`src/rtl/booth4_pkg.sv`:
```
// booth4_pkg: shared definitions for the radix-4 Booth multiplier.
//   booth_digit_e - recoded Booth digit (ZERO, POS1, POS2, NEG1, NEG2)
//   TAM_DEFAULT   - default operand width
//   booth_digit() - maps a 3-bit multiplier triplet {b[2i+1], b[2i], b[2i-1]} to a digit
package booth4_pkg;

  typedef enum logic [2:0] {
    ZERO = 3'd0,
    POS1 = 3'd1,
    POS2 = 3'd2,
    NEG1 = 3'd3,
    NEG2 = 3'd4
  } booth_digit_e;

  localparam int unsigned TAM_DEFAULT = 16;

  function automatic booth_digit_e booth_digit(input logic [2:0] trip);
    booth_digit_e d;
    case (trip)
      3'b001, 3'b010: d = POS1;
      3'b011:         d = POS2;
      3'b100:         d = NEG2;
      3'b101, 3'b110: d = NEG1;
      default:        d = ZERO;  // 000 and 111
    endcase
    return d;
  endfunction

endpackage

```
`src/rtl/booth4_pp.sv`:
```
// booth4_pp: one radix-4 Booth partial product, before its 2i positional shift.
//   A    [TAM-1:0]   multiplicand, signed
//   trip [2:0]       multiplier triplet {b[2i+1], b[2i], b[2i-1]}
//   pp   [2*TAM-1:0] digit * A, sign-extended to 2*TAM bits
module booth4_pp
  import booth4_pkg::*;
#(
  parameter int unsigned TAM = TAM_DEFAULT
) (
  input  logic [TAM-1:0]   A,
  input  logic [2:0]       trip,
  output logic [2*TAM-1:0] pp
);

  booth_digit_e     digit;
  logic [2*TAM-1:0] a_ext;
  logic [2*TAM-1:0] mag;

  assign a_ext = {{TAM{A[TAM-1]}}, A};

  always_comb begin
    digit = booth_digit(trip);
    mag   = a_ext;
    pp    = '0;
    if (digit == POS2 || digit == NEG2) begin
      mag = a_ext << 1;
    end
    case (digit)
      POS1, POS2: pp = mag;
      NEG1, NEG2: pp = ~mag + 1'b1;
      default:    pp = '0;
    endcase
  end

endmodule

```
`src/rtl/booth4_mult.sv`:
```
// booth4_mult: signed TAM x TAM radix-4 Booth multiplier.
//   clk, rst_n     clock, asynchronous active-low reset
//   A, B           signed operands (B is Booth-recoded)
//   in_valid       captures the current product into S_q
//   S              combinational 2*TAM product A*B
//   S_q            registered product
//   out_valid      S_q was captured on the previous edge
// Optional: define BOOTH4_SELFCHECK_EN to compile a simulation-only check of S
// against the behavioural product.
module booth4_mult
  import booth4_pkg::*;
#(
  parameter int unsigned TAM = TAM_DEFAULT
) (
  input  logic               clk,
  input  logic               rst_n,
  input  logic [TAM-1:0]     A,
  input  logic [TAM-1:0]     B,
  input  logic               in_valid,
  output logic [2*TAM-1:0]   S,
  output logic [2*TAM-1:0]   S_q,
  output logic               out_valid
);

  localparam int unsigned NPP = TAM / 2;

  // Appending the implicit B[-1] = 0 lets every triplet be a plain 3-bit slice.
  logic [TAM:0]       b_ext;
  logic [2*TAM-1:0]   pp [NPP];
  logic [2*TAM-1:0]   prod_d, prod_q;
  logic               valid_d, valid_q;

  assign b_ext = {B, 1'b0};

  for (genvar i = 0; i < NPP; i++) begin : g_pp
    booth4_pp #(.TAM(TAM)) u_pp (
      .A    (A),
      .trip (b_ext[2*i+2 : 2*i]),
      .pp   (pp[i])
    );
  end

  always_comb begin
    S = '0;
    for (int unsigned i = 0; i < NPP; i++) begin
      S = S + (pp[i] << (2 * i));
    end
  end

  always_comb begin
    prod_d  = prod_q;
    valid_d = in_valid;
    if (in_valid) begin
      prod_d = S;
    end
  end

  always_ff @(posedge clk or negedge rst_n) begin
    if (!rst_n) begin
      prod_q  <= '0;
      valid_q <= 1'b0;
    end else begin
      prod_q  <= prod_d;
      valid_q <= valid_d;
    end
  end

  assign S_q       = prod_q;
  assign out_valid = valid_q;

`ifdef BOOTH4_SELFCHECK_EN
  logic signed [2*TAM-1:0] selfcheck_exp;
  always @(A or B) begin
    #1;
    selfcheck_exp = $signed(A) * $signed(B);
    if (S !== selfcheck_exp) begin
      $error("booth4_mult selfcheck t=%0t A=%h B=%h S=%h expected=%h",
             $time, A, B, S, selfcheck_exp);
    end
  end
`else
`endif

endmodule

```
`config.mk`:
```
export PLATFORM = sky130hd
export DESIGN_NAME = booth4_mult
export DESIGN_NICKNAME = d
export VERILOG_FILES = /design/src/rtl/booth4_pkg.sv /design/src/rtl/booth4_pp.sv /design/src/rtl/booth4_mult.sv
export SDC_FILE = /design/constraint.sdc
export NUM_CORES = 1
export LEC_CHECK = 0
export BUFFER_PORTS_ARGS = -buffer_cell sky130_fd_sc_hd__buf_2
export CELL_PAD_IN_SITES_DETAIL_PLACEMENT = 0
export CELL_PAD_IN_SITES_GLOBAL_PLACEMENT = 1
export CORE_ASPECT_RATIO = 0.8
export CORE_MARGIN = 2
export CORE_UTILIZATION = 45
export DETAILED_ROUTE_END_ITERATION = 8
export PLACE_DENSITY = 0.79
export SETUP_SLACK_MARGIN = 0.15
export SYNTH_ARGS = -nofsm -noshare
export SYNTH_HDL_FRONTEND = slang
export SYNTH_HIERARCHICAL = 1
export SYNTH_SLANG_ARGS = --single-unit
export TNS_END_PERCENT = 5
```
`constraint.sdc`:
```
create_clock -name clk -period 8.44 [get_ports clk]
set_input_delay 0 -clock clk [delete_from_list [all_inputs] [get_ports clk]]
set_output_delay 0 -clock clk [all_outputs]
set_load 0.1 [all_outputs]
```
### Word-level counts from Yosys, hierarchy flattened

Cells that the tools add are included.

* bitwise logic cells: 8
* mux-type cells: 24
* equal/unequal tests: 77
* add/sub/neg operators: 15
* reduce and logical (&&, ||, !) cells: 38

Operators with widths (number)
* 32-bit adder: 7
* 16-bit two-way mux: 8
* 3-bit by 2-bit equality test with 1-bit output, second input constant: 30
* 3-bit equality test, second input constant: 29
* 3-bit case mux with 4 select lines: 7
* 32-bit case mux with 2 select lines: 1
* 30-bit case mux with 2 select lines: 1
* 2-bit OR reduction: 30
* 28-bit case mux with 2 select lines: 1
* 26-bit case mux with 2 select lines: 1
* 24-bit case mux with 2 select lines: 1
* 3-bit by 1-bit equality test with 1-bit output, second input constant: 15
* 22-bit case mux with 2 select lines: 1
* 20-bit case mux with 2 select lines: 1
* 18-bit case mux with 2 select lines: 1
* 32-bit by 1-bit adder with 32-bit output, second input constant: 1
* 32-bit NOT: 1
* 30-bit by 1-bit adder with 30-bit output, second input constant: 1
* 30-bit NOT: 1
* 28-bit by 1-bit adder with 28-bit output, second input constant: 1
* 28-bit NOT: 1
* 26-bit by 1-bit adder with 26-bit output, second input constant: 1
* 26-bit NOT: 1
* 24-bit by 1-bit adder with 24-bit output, second input constant: 1
* other kinds (11): 19

* output and inout bits: 65
* flip-flop bits (word level): 33
* input port bits: 35
* word-level logic and storage cells: 164

### Logic depth before layout (Yosys ltp)

Gate-level depths: netlist of the first run.

* word-level depth: 16
* mapped depth: 29
* depth with buffers taken out: 27

### Modules after synthesis

The synthesis of the first run kept the hierarchy.

Modules (own cells, without submodules)
* booth4_pp at g_pp[0].u_pp ...: seq. area each 0.0 um2, times used 7, area an instance 1521.5 um2, cells each 240
* booth4_mult: seq. area each 825.8 um2, times used 1, area an instance 6419.9 um2, cells each 668
* booth4_pp at g_pp[7].u_pp: seq. area each 0.0 um2, times used 1, area an instance 1402.6 um2, cells each 211

### Worst setup path before layout of the first run

OpenSTA, ideal clock, no wires.

* path type: in2reg
* start: input port B[13]
* end: register prod_q[31], in the netlist S_q[31]
* data required time: 8364 ps
* cell stages on the path: 29
* library setup time: 76 ps
* arrival: 8270 ps
* slack: 94 ps
* path buffers: 2
* cells stage by stage: buf_2 > or3b_1 > clkbuf_1 > nand2_1 > mux2i_1 > ha_1 > inv_1 > a311oi_2 > nand3_4 > nor2_4 > mux2_1 > or4_1 > inv_1 > fa_1 > inv_1 > fa_1 > fa_1 > inv_1 > fa_1 > inv_1 > ha_1 > a21o_1 > a21oi_1 > o221ai_1 > a22o_1 > a311oi_1 > o41ai_2 > xnor2_1 > mux2_2

RTL lines
* start: declaration: line booth4_mult.sv:18 `input logic [TAM-1:0] B,`
* end signal: assignment: line booth4_mult.sv:63 `prod_q <= prod_d;`
* end: declaration: line booth4_mult.sv:30 `logic [2*TAM-1:0] prod_d, prod_q;`

==> impl_summary.md, run 1 <==
Critical path
For the worst setup path, the data arrival time is 7.93 ns. Along the worst path, the maximum fanout reaches 29. The worst setup path is launched from an input port. STA classifies the critical path endpoint as a primary output. The classification of the worst setup path is in -> out. Data on the critical path is required at its endpoint by 8.44 ns.

Floorplanning
The die height is 183 µm. The number of placed I/O pins is 100. The row count is 65. The standard cell core area is 39,500 µm². From left edge to right edge, the die measures 228 µm. The die covers 41,900 µm². The effective utilization at floorplan is 45.8%.

Drt
Dividing the detail-routed via count by the number of cells gives 6.45. For this block, the routed nets add up to 66,400 µm of wire. In the final routed layout, each cell accounts on average for 22.2 µm. The number of nets still failing antenna checks after routing is 0. In the routed design, unresolved DRC markers number 0. For this run, the detailed router's first-pass iteration total came to 6. The starting DRC count in detailed routing is 2,101. Summing over every cut layer, the via total after detailed routing is 19,300.

Clocking
The H-tree was split into 2 levels. The buffer type at the clock tree root is clkbuf_16. The later pin in the worst-skew pair is clocked with a latency of 0.27 ns. The clock transition at the register clock pins on the worst setup and hold paths after CTS is 0.05 ns. The maximum count of clock buffers along a single path is 2. The number of buffers created by CTS is 5. Once the clock tree was built, the setup fixing pass inserted 0 buffers. TritonCTS built the clock tree. Clock tree synthesis found a total of 33 sinks.

Finish
0 antenna diodes ended up in the layout. The filler cells instantiated in the layout total 4,040. The net count of the finished layout is 2,676. The footprint of the flip-flops and latches is 826 µm².

The number of non-filler instances in the completed layout is 2,991. The ratio of cells with drive above 1 in the final layout is 13.3%. The area of combinational cells with multiple inputs is 15,200 µm². The post-synthesis to final-layout area growth is 5.15%.

STA
In the final timing run, aggregate negative setup slack is 0 ns. The number of hold violations in the final report is 0. The maximum clock frequency is 126 MHz. The minimum clock period after layout is 7.93 ns. The worst clock skew is 0 ns.

The measured slew at the worst slew-check pin is 0.872 ns. The max-slew violation total from the final report came to 0. The number of endpoints failing setup at the final stage is 0. Setup repair after global routing could not meet its margin everywhere. The worst pin sits at a relative slew slack of 41.8%.

The final cycle utilization of the critical path is 93.9%.

GRT
The total overflow left after global routing is 0. The via count of the first global-routing pass is 17,600. The first global-routing pass estimated 104,000 µm of wire.

The pin count of the biggest net entering global routing is 59. The initial antenna violation count was 0. For this run, the total global-route usage over all layers was measured as 30.9%.

Placed design
The count of input and output buffers is 99. Summed over all nets, the half-perimeter wirelength after detailed placement is 50,400 µm. The global placer's final weighted congestion is 0.942. In this run, placement finished with an instance count of 2,983.

Min path
The worst hold path belongs to the class in -> reg.

Run status
The run finished with clean final reports.

Yosys
The area of the mapped netlist is 18,100 µm². The count of mapped cells out of synthesis is 2,503. The Yosys step of the flow raised 6 warnings.

A synthesized cell averages 7.23 µm².

Run
The number of max-capacitance violations reported is 0.
## per-layer routing
metal  vias up  GRT usage, %  part of all wire (%)
met5         -             0                     0
met4         0          4.78                   1.2
met3        64          3.25                   9.8
met2      1043          45.1                    41
met1      9297          49.0                    48
li1       8878             -                     -
## flip-flops by register name, summed over array words and instances (netlist names)
register   count
S_q           32
out_valid      1
## path summary, 6_finish.rpt
| kind | cells past startpoint | slack [ns] | to | from |
|---|---|---|---|---|
| worst max register to register | 1 | 7.67 | S_q[12] | S_q[12] |
| max in group asynchronous | 2 | 7.62 | S_q[25] | rst_n |
| worst min register to register | 1 | 0.50 | S_q[29] | S_q[29] |
| worst max-delay path | 27 | 0.51 | S[25] | B[5] |
| min in group asynchronous | 2 | 0.34 | S_q[3] | rst_n |
| worst min-delay path | 1 | 0.21 | out_valid | in_valid |
## stage by stage
| step | area [µm²] | hold slack (ns) | worst slack [ns] | utilization [%] |
|---|---|---|---|---|
| 2_1_floorplan | 18100 | -0.296 | 0.221 | - |
| 3_3_place_gp | 18900 | 0.0755 | 0.796 | 47.8 |
| 3_5_place_dp | 18900 | 0.0838 | 0.675 | 47.8 |
| 4_1_cts | 19000 | 0.211 | 0.668 | 48.1 |
| 5_1_grt | 19000 | 0.248 | 0.146 | 48.2 |
| 6_report | 19000 | 0.213 | 0.513 | 48.2 |
## worst max-delay path, cell delays in order
cell and delay (ns):
buf_2 0.45, and3b_1 0.31, a21oi_2 0.46, mux2i_1 0.26, ha_1 0.21, nor2b_1 0.20, nand3_1 0.14, a21o_1 0.23
nor3_2 0.33, a21oi_1 0.12, nor4_1 0.44, inv_1 0.11, fa_1 0.50, inv_1 0.05, fa_1 0.46, fa_1 0.55
inv_1 0.07, fa_1 0.55, inv_1 0.05, ha_1 0.34, and3_1 0.22, nor3b_2 0.17, o31a_2 0.39, o41a_1 0.36
a221oi_2 0.26, xnor2_1 0.20, buf_2 0.48
## cells in the final DEF, fill, tap and decap left out, drive strengths merged, types with 28 or more instances in the layout
master and instances:
a211oi 28, a21o 29, a21oi 206, and3 38, buf 152, dfrtp 33
fa 131, ha 55, inv 329, mux2 65, mux2i 57, nand2 176
nand2b 46, nand3 57, nor2 156, nor2b 30, nor3 44, nor3b 31
nor4 43, o21ai 117, o31ai 66, o32ai 33, xnor2 38, xor2 42
## area by class of cell
type	instances	area share, %
flip-flops and latches	33	4.34
clock buffers	7	0.749
well taps	536	3.52
multi-input cells	1932	79.9
repair buffers	153	5.02
inverters	330	6.51
## repair_timing
item / in CTS / in global routing
hold buffers: 1 / 0
hold endpoints to repair: 33 / 0
resized for setup: 0 / 1
setup endpoints to repair: 0 / 2
Power of run 1 is not shown: default switching activity piles up to over one toggle a cycle in this logic, so the estimate is an artifact.
==> run 2: changes to the inputs <==
- MAX_ROUTING_LAYER: unset -> met4
==> run 2 against run 1 <==
Hold slack improved by 0.0096 ns. First-iteration DRC count decreased by 7.4%. Non-clock buffer count decreased by 2. Via count down 1.1%. Core utilization down 0.060 points. Routed wire length fell by 1.1%. Setup slack improved by 0.17 ns. Fmax rose by 2.3%. Die area stayed put. Register-to-register slack is essentially flat. Critical path depth is 1 higher. Cell area is 0.13% lower.
==> impl_summary.md, run 2 (synthesis results as in run 1) <==
Clocking
The number of buffers created by CTS is 5 (unchanged). The number of H-tree branching levels came to 2 (unchanged). The insertion delay of the later-clocked pin in the worst-skew pair was 0.27 ns (about the same).

The clock transition at the register clock pins on the worst setup and hold paths after CTS came to 0.05 ns (about the same). The total clock sinks is 33 (unchanged). The maximum count of clock buffers along a single path is 2 (unchanged). The number of buffers inserted by post-CTS setup repair is 0 (unchanged). The clock tree from TritonCTS is done (unchanged). The buffer type at the clock tree root is clkbuf_16 (unchanged).

STA
Setup repair after global routing missed its margin: true (unchanged). The tightest slew margin relative to the limit is 38.8% (was 41.8%). The worst clock skew was 0 ns (unchanged).

The final cycle utilization of the critical path is 91.9% (was 93.9%). The max-slew violation total from the final report is 0 (unchanged). The minimum clock period after layout was 7.75 ns (was 7.93 ns). The number of hold violations in the final report is 0 (unchanged). The total negative setup slack is 0 ns (unchanged). The number of endpoints failing setup at the final stage is 0 (unchanged).

The maximum clock frequency is 129 MHz (was 126 MHz). The measured slew at the worst slew-check pin is 0.910 ns (was 0.872 ns).

Critical path
The maximum net fanout on the critical path came to 37 (was 29). The worst flop-to-flop path startpoint was S_q[15] (was S_q[12]). The critical path data arrival time is 7.75 ns (was 7.93 ns). The internal reg-to-reg setup slack is 7.66 ns (was 7.67 ns). The reg-to-reg critical path endpoint is S_q[15] (was S_q[12]). The classification of the worst setup path is in -> out (unchanged).

The data required time at the worst endpoint came to 8.44 ns (about the same). The capturing element type of the critical path is a primary output (unchanged). The number of cells on the worst reg-to-reg path is 1 (unchanged).

The startpoint type of the worst setup path is an input port (unchanged).

GRT
The fraction of met1 tracks used by global routing was 47.1% (was 49.0%). The overall track demand over capacity in global routing came to 31.5% (was 30.9%). The remaining global-route overflow is 0 (unchanged).

The met3 layer usage reported by global route is 5.60% (was 3.25%). The pin count of the biggest net entering global routing is 54 (was 59). The routing layer with the top usage in global route is met1 (unchanged). The initial antenna violation count came to 1 (was 0). The via count of the first global-routing pass is 17,600 (about the same). The met2 track demand over resource is 44.3% (was 45.1%). The global-route wire length before repair is 103,000 µm (was 104,000 µm).

Drt
The detailed-route wire length is 65,700 µm (was 66,400 µm). The number of nets still failing antenna checks after routing is 0 (unchanged). The detailed-route via count is 19,100 (was 19,300). The routed wire length per instance is 22.0 µm (was 22.2 µm). The via density per instance is 6.38 (was 6.45). The starting DRC count in detailed routing was 1,945 (was 2,101). The count of TritonRoute iterations in the first routing pass is 5 (was 6).

The final routed DRC violation total is 0 (unchanged).

Finish
The number of flip-flops under the largest register name is 32 (unchanged). The post-synthesis to final-layout area growth came to 5.02% (was 5.15%). The number of non-filler instances in the completed layout was 2,990 (was 2,991).

The ratio of cells with drive above 1 in the final layout was 13.2% (was 13.3%). Top library cells by usage in the layout, fill and taps aside: inv_1 (329), a21oi_1 (199), nand2_1 (176), nor2_1 (148), fa_1 (131) (unchanged). The final antenna diode count was 0 (unchanged).

The count of nets after finishing is 2,674 (was 2,676). The most common cell after layout, fill and taps aside is inv_1 (unchanged).

Placed design
The half-perimeter wire length after detailed placement is 50,300 µm (was 50,400 µm). The placed cell count came to 2,981 (was 2,983). The global placer's final weighted congestion is 0.969 (was 0.942).

The count of input and output buffers is 99 (unchanged).

Floorplanning
The standard cell core area is 39,500 µm² (unchanged). The effective utilization at floorplan is 45.8% (unchanged). The overall die area is 41,900 µm² (unchanged). The number of placed I/O pins is 100 (unchanged).

The die height was 183 µm (unchanged). The row count is 65 (unchanged). The die width came to 228 µm (unchanged).

Run status
Status: complete, no violations (unchanged).

Run
The number of max-capacitance violations reported is 0 (unchanged).

Min path
The worst min-delay path class is in -> reg (unchanged). The hold-critical path depth is 1 (unchanged). The launch point of the worst hold path is in_valid (unchanged). The worst hold endpoint is out_valid (unchanged).
[run 2: repair_timing]
action / CTS / global route
endpoints found under the hold margin: 33 / 0
hold buffers: 1 / 0
gates resized for setup: 0 / 1
setup endpoints to repair: 0 / 2
[run 2: area by class of cell]
type                            instances  area (µm²)
Timing Repair Buffer                  151         943
Fill cell                            4071       20500
Clock buffer                            6         129
Clock inverter                          2        10.0
Sequential cell                        33         826
Inverter                              330        1240
Tap cell                              536         671
Multi-Input combinational cell       1932       15200
[run 2: worst max path at each step]
| stage | cells after the start | start | end | slack, ns |
|---|---|---|---|---|
| final | 28 | B[10] | S[29] | 0.69 |
| after global routing | 28 | B[10] | S[29] | 0.14 |
| after CTS | 27 | B[5] | S[25] | 0.77 |
| after detailed placement | 27 | B[15] | S[31] | 0.77 |
| after global placement | 28 | B[10] | S[29] | 0.80 |
| after floorplan | 29 | B[13] | S_q[30] | 0.22 |
[run 2: metrics by stage]
step	utilization [%]	worst slack (ns)	cell area (µm²)	hold WS, ns
final	48.1	0.688	19000	0.223
after global routing	48.1	0.136	19000	0.250
after CTS	48.1	0.767	19000	0.208
after detailed placement	47.7	0.775	18900	0.0875
after global placement	47.7	0.802	18900	0.0771
after floorplan	-	0.221	18100	-0.296
[run 2: per-layer routing]
layer	up-vias	share of wire, %
li1	8866	-
met1	9166	47
met2	968	41
met3	76	10
met4	0	1.3
met5	-	0
[run 2: worst max-delay path, cell delays in order]
cell and delay, ns:
buf_2 0.51, nor2_4 0.18, a21oi_2 0.51, mux2i_1 0.26, ha_1 0.21, nor2b_1 0.18
nand3_1 0.13, a21o_1 0.24, nor3_2 0.36, a21oi_1 0.11, nor4_1 0.36, inv_1 0.17
fa_1 0.53, inv_1 0.07, fa_1 0.50, fa_1 0.54, inv_1 0.06, fa_1 0.53
inv_1 0.05, ha_1 0.37, a21o_1 0.20, a21oi_1 0.16, o221ai_1 0.15, a22o_1 0.22
a311o_1 0.32, a21oi_1 0.17, xnor2_1 0.17, buf_2 0.47
Power of run 2 is left out for the same reason.
==> run 3: changes to the inputs <==
- PLACE_DENSITY: 0.79 -> 0.88
==> run 3 against run 2 <==
First-iteration DRC count up 23%. Cell count is 0.17% lower. Flip-flop and latch count unchanged. Cell area decreased by 0.35%. Hold slack worse by 0.021 ns. Sequential share of layout area barely moved. Fmax fell by 1.3%. Register-to-register slack better by 0.02 ns. Global-route usage fell by 1.1 points.
==> impl_summary.md, run 3 (synthesis results as in run 1) <==
GRT
The global-route wire length before repair is 99,900 µm (was 103,000 µm). The pin count of the biggest net entering global routing is 52 (was 54). The remaining global-route overflow came to 0 (unchanged).

The overall track demand over capacity in global routing was 30.4% (was 31.5%). The initial antenna violation count is 0 (was 1). The via count of the first global-routing pass was 17,700 (was 17,600).

Critical path
The maximum single-stage delay on the critical path is 0.54 ns (about the same). The startpoint type of the worst setup path is an input port (unchanged). The critical path data arrival time is 7.86 ns (was 7.75 ns). The data required time at the worst endpoint is 8.44 ns (about the same). The capturing element type of the critical path is a primary output (unchanged). The maximum net fanout on the critical path is 10 (was 37).

The buffers plus inverters on the worst setup path came to 6 (unchanged). The kind of cell adding the most delay to the critical path is adder cells (unchanged). The classification of the worst setup path is in -> out (unchanged).

The cell type of the slowest stage on the worst timing path is fa_1 (unchanged).

STA
The number of hold violations in the final report is 0 (unchanged). The total negative setup slack is 0 ns (unchanged). The tightest slew margin relative to the limit came to 43.3% (was 38.8%). The max-slew violation total from the final report is 0 (unchanged).

The number of endpoints failing setup at the final stage is 0 (unchanged). Setup repair after global routing missed its margin: false (was true). The worst path setup slack after routing is 0.584 ns (was 0.688 ns). The measured slew at the worst slew-check pin is 0.851 ns (was 0.910 ns). The minimum clock period after layout is 7.86 ns (was 7.75 ns). The maximum clock frequency came to 127 MHz (was 129 MHz). The worst slack on hold paths came to 0.202 ns (was 0.223 ns).

The worst clock skew is 0 ns (unchanged). The final cycle utilization of the critical path came to 93.1% (was 91.9%).

Floorplanning
The standard cell core area came to 39,500 µm² (unchanged). The effective utilization at floorplan is 45.8% (unchanged). The die width is 228 µm (unchanged). The overall die area came to 41,900 µm² (unchanged). The die height came to 183 µm (unchanged).

The row count came to 65 (unchanged). The number of placed I/O pins is 100 (unchanged).

Finish
The count of nets after finishing is 2,670 (was 2,674). The ratio of cells with drive above 1 in the final layout is 13.1% (was 13.2%). The most common cell after layout, fill and taps aside was inv_1 (unchanged). The number of flip-flops under the largest register name is 32 (unchanged). Top library cells by usage in the layout, fill and taps aside: inv_1 (329), a21oi_1 (199), nand2_1 (176), nor2_1 (148), fa_1 (131) (unchanged). The post-synthesis to final-layout area growth was 4.65% (was 5.02%). The final antenna diode count is 0 (unchanged).

Drt
The count of TritonRoute iterations in the first routing pass is 6 (was 5). The routed wire length per instance is 21.4 µm (was 22.0 µm). The detailed-route via count is 19,300 (was 19,100). The final routed DRC violation total is 0 (unchanged). The detailed-route wire length came to 63,900 µm (was 65,700 µm). The via density per instance is 6.46 (was 6.38).

The starting DRC count in detailed routing is 2,399 (was 1,945). The number of nets still failing antenna checks after routing is 0 (unchanged).

Clocking
The number of buffers inserted by post-CTS setup repair was 0 (unchanged). The clock transition at the register clock pins on the worst setup and hold paths after CTS is 0.05 ns (about the same). The number of gates resized after cts is 0 (unchanged). The maximum count of clock buffers along a single path is 2 (unchanged). The number of H-tree branching levels is 2 (unchanged). The total clock sinks was 33 (unchanged). The clock tree from TritonCTS was done (unchanged).

The buffer type at the clock tree root was clkbuf_16 (unchanged). The number of buffers created by CTS was 5 (unchanged). The insertion delay of the later-clocked pin in the worst-skew pair is 0.27 ns (about the same). The hold-fix buffer count after cts is 1 (unchanged).

Placed design
The worst slack at placement is 0.693 ns (was 0.775 ns). The global placer's final weighted congestion is 1.03 (was 0.969). The half-perimeter wire length after detailed placement is 48,800 µm (was 50,300 µm). The count of input and output buffers was 99 (unchanged).

Min path
The worst min-delay path class is in -> reg (unchanged).

Run
The number of max-capacitance violations reported is 0 (unchanged).

Run status
Status: complete, no violations (unchanged).
[run 3: changes by cell type in the layout (fill, tap and decap cells not counted)]
cell      previous run  this run
buf_12               4         1
buf_2               97        98
buf_4               48        47
clkbuf_4             1         0
clkbuf_8             0         1
clkinv_2             2         0
[run 3: metal layers]
layer  vias up  wire length [µm]  track usage [%]
met5         -                 0                -
met4         0              1560             7.63
met3       118              7750             6.37
met1      9153             28900             44.2
met2      1137             25700             42.3
li1       8867                 -                -
[run 3: stage by stage]
stage / area (µm²) / utilization, % / instances
floorplan: 18100 / - / 2508
finish: 18900 / 47.9 / 2985
detailed placement: 18800 / 47.5 / 2977
global route: 18900 / 47.9 / 2985
CTS: 18900 / 47.9 / 2985
global placement: 18800 / 47.5 / 2977
[run 3: cell type report]
class                      count  area (µm²)
inverter                     330        1240
tap                          536         671
multi-input combinational   1932       15200
fill                        3996       20600
clock buffer                   7         143
timing repair buffer         147         873
sequential                    33         826
[run 3: final timing paths]
path                           from         to  slack (ns)  cells past startpoint
max reg2reg                 S_q[28]    S_q[28]        7.68                      1
min in group asynchronous     rst_n     S_q[4]        0.31                      2
min                        in_valid  out_valid        0.20                      1
max                           B[11]      S[29]        0.58                     28
max in group asynchronous     rst_n    S_q[30]        7.68                      2
min reg2reg                 S_q[14]    S_q[14]        0.50                      1
Power of run 3 is left out for the same reason.
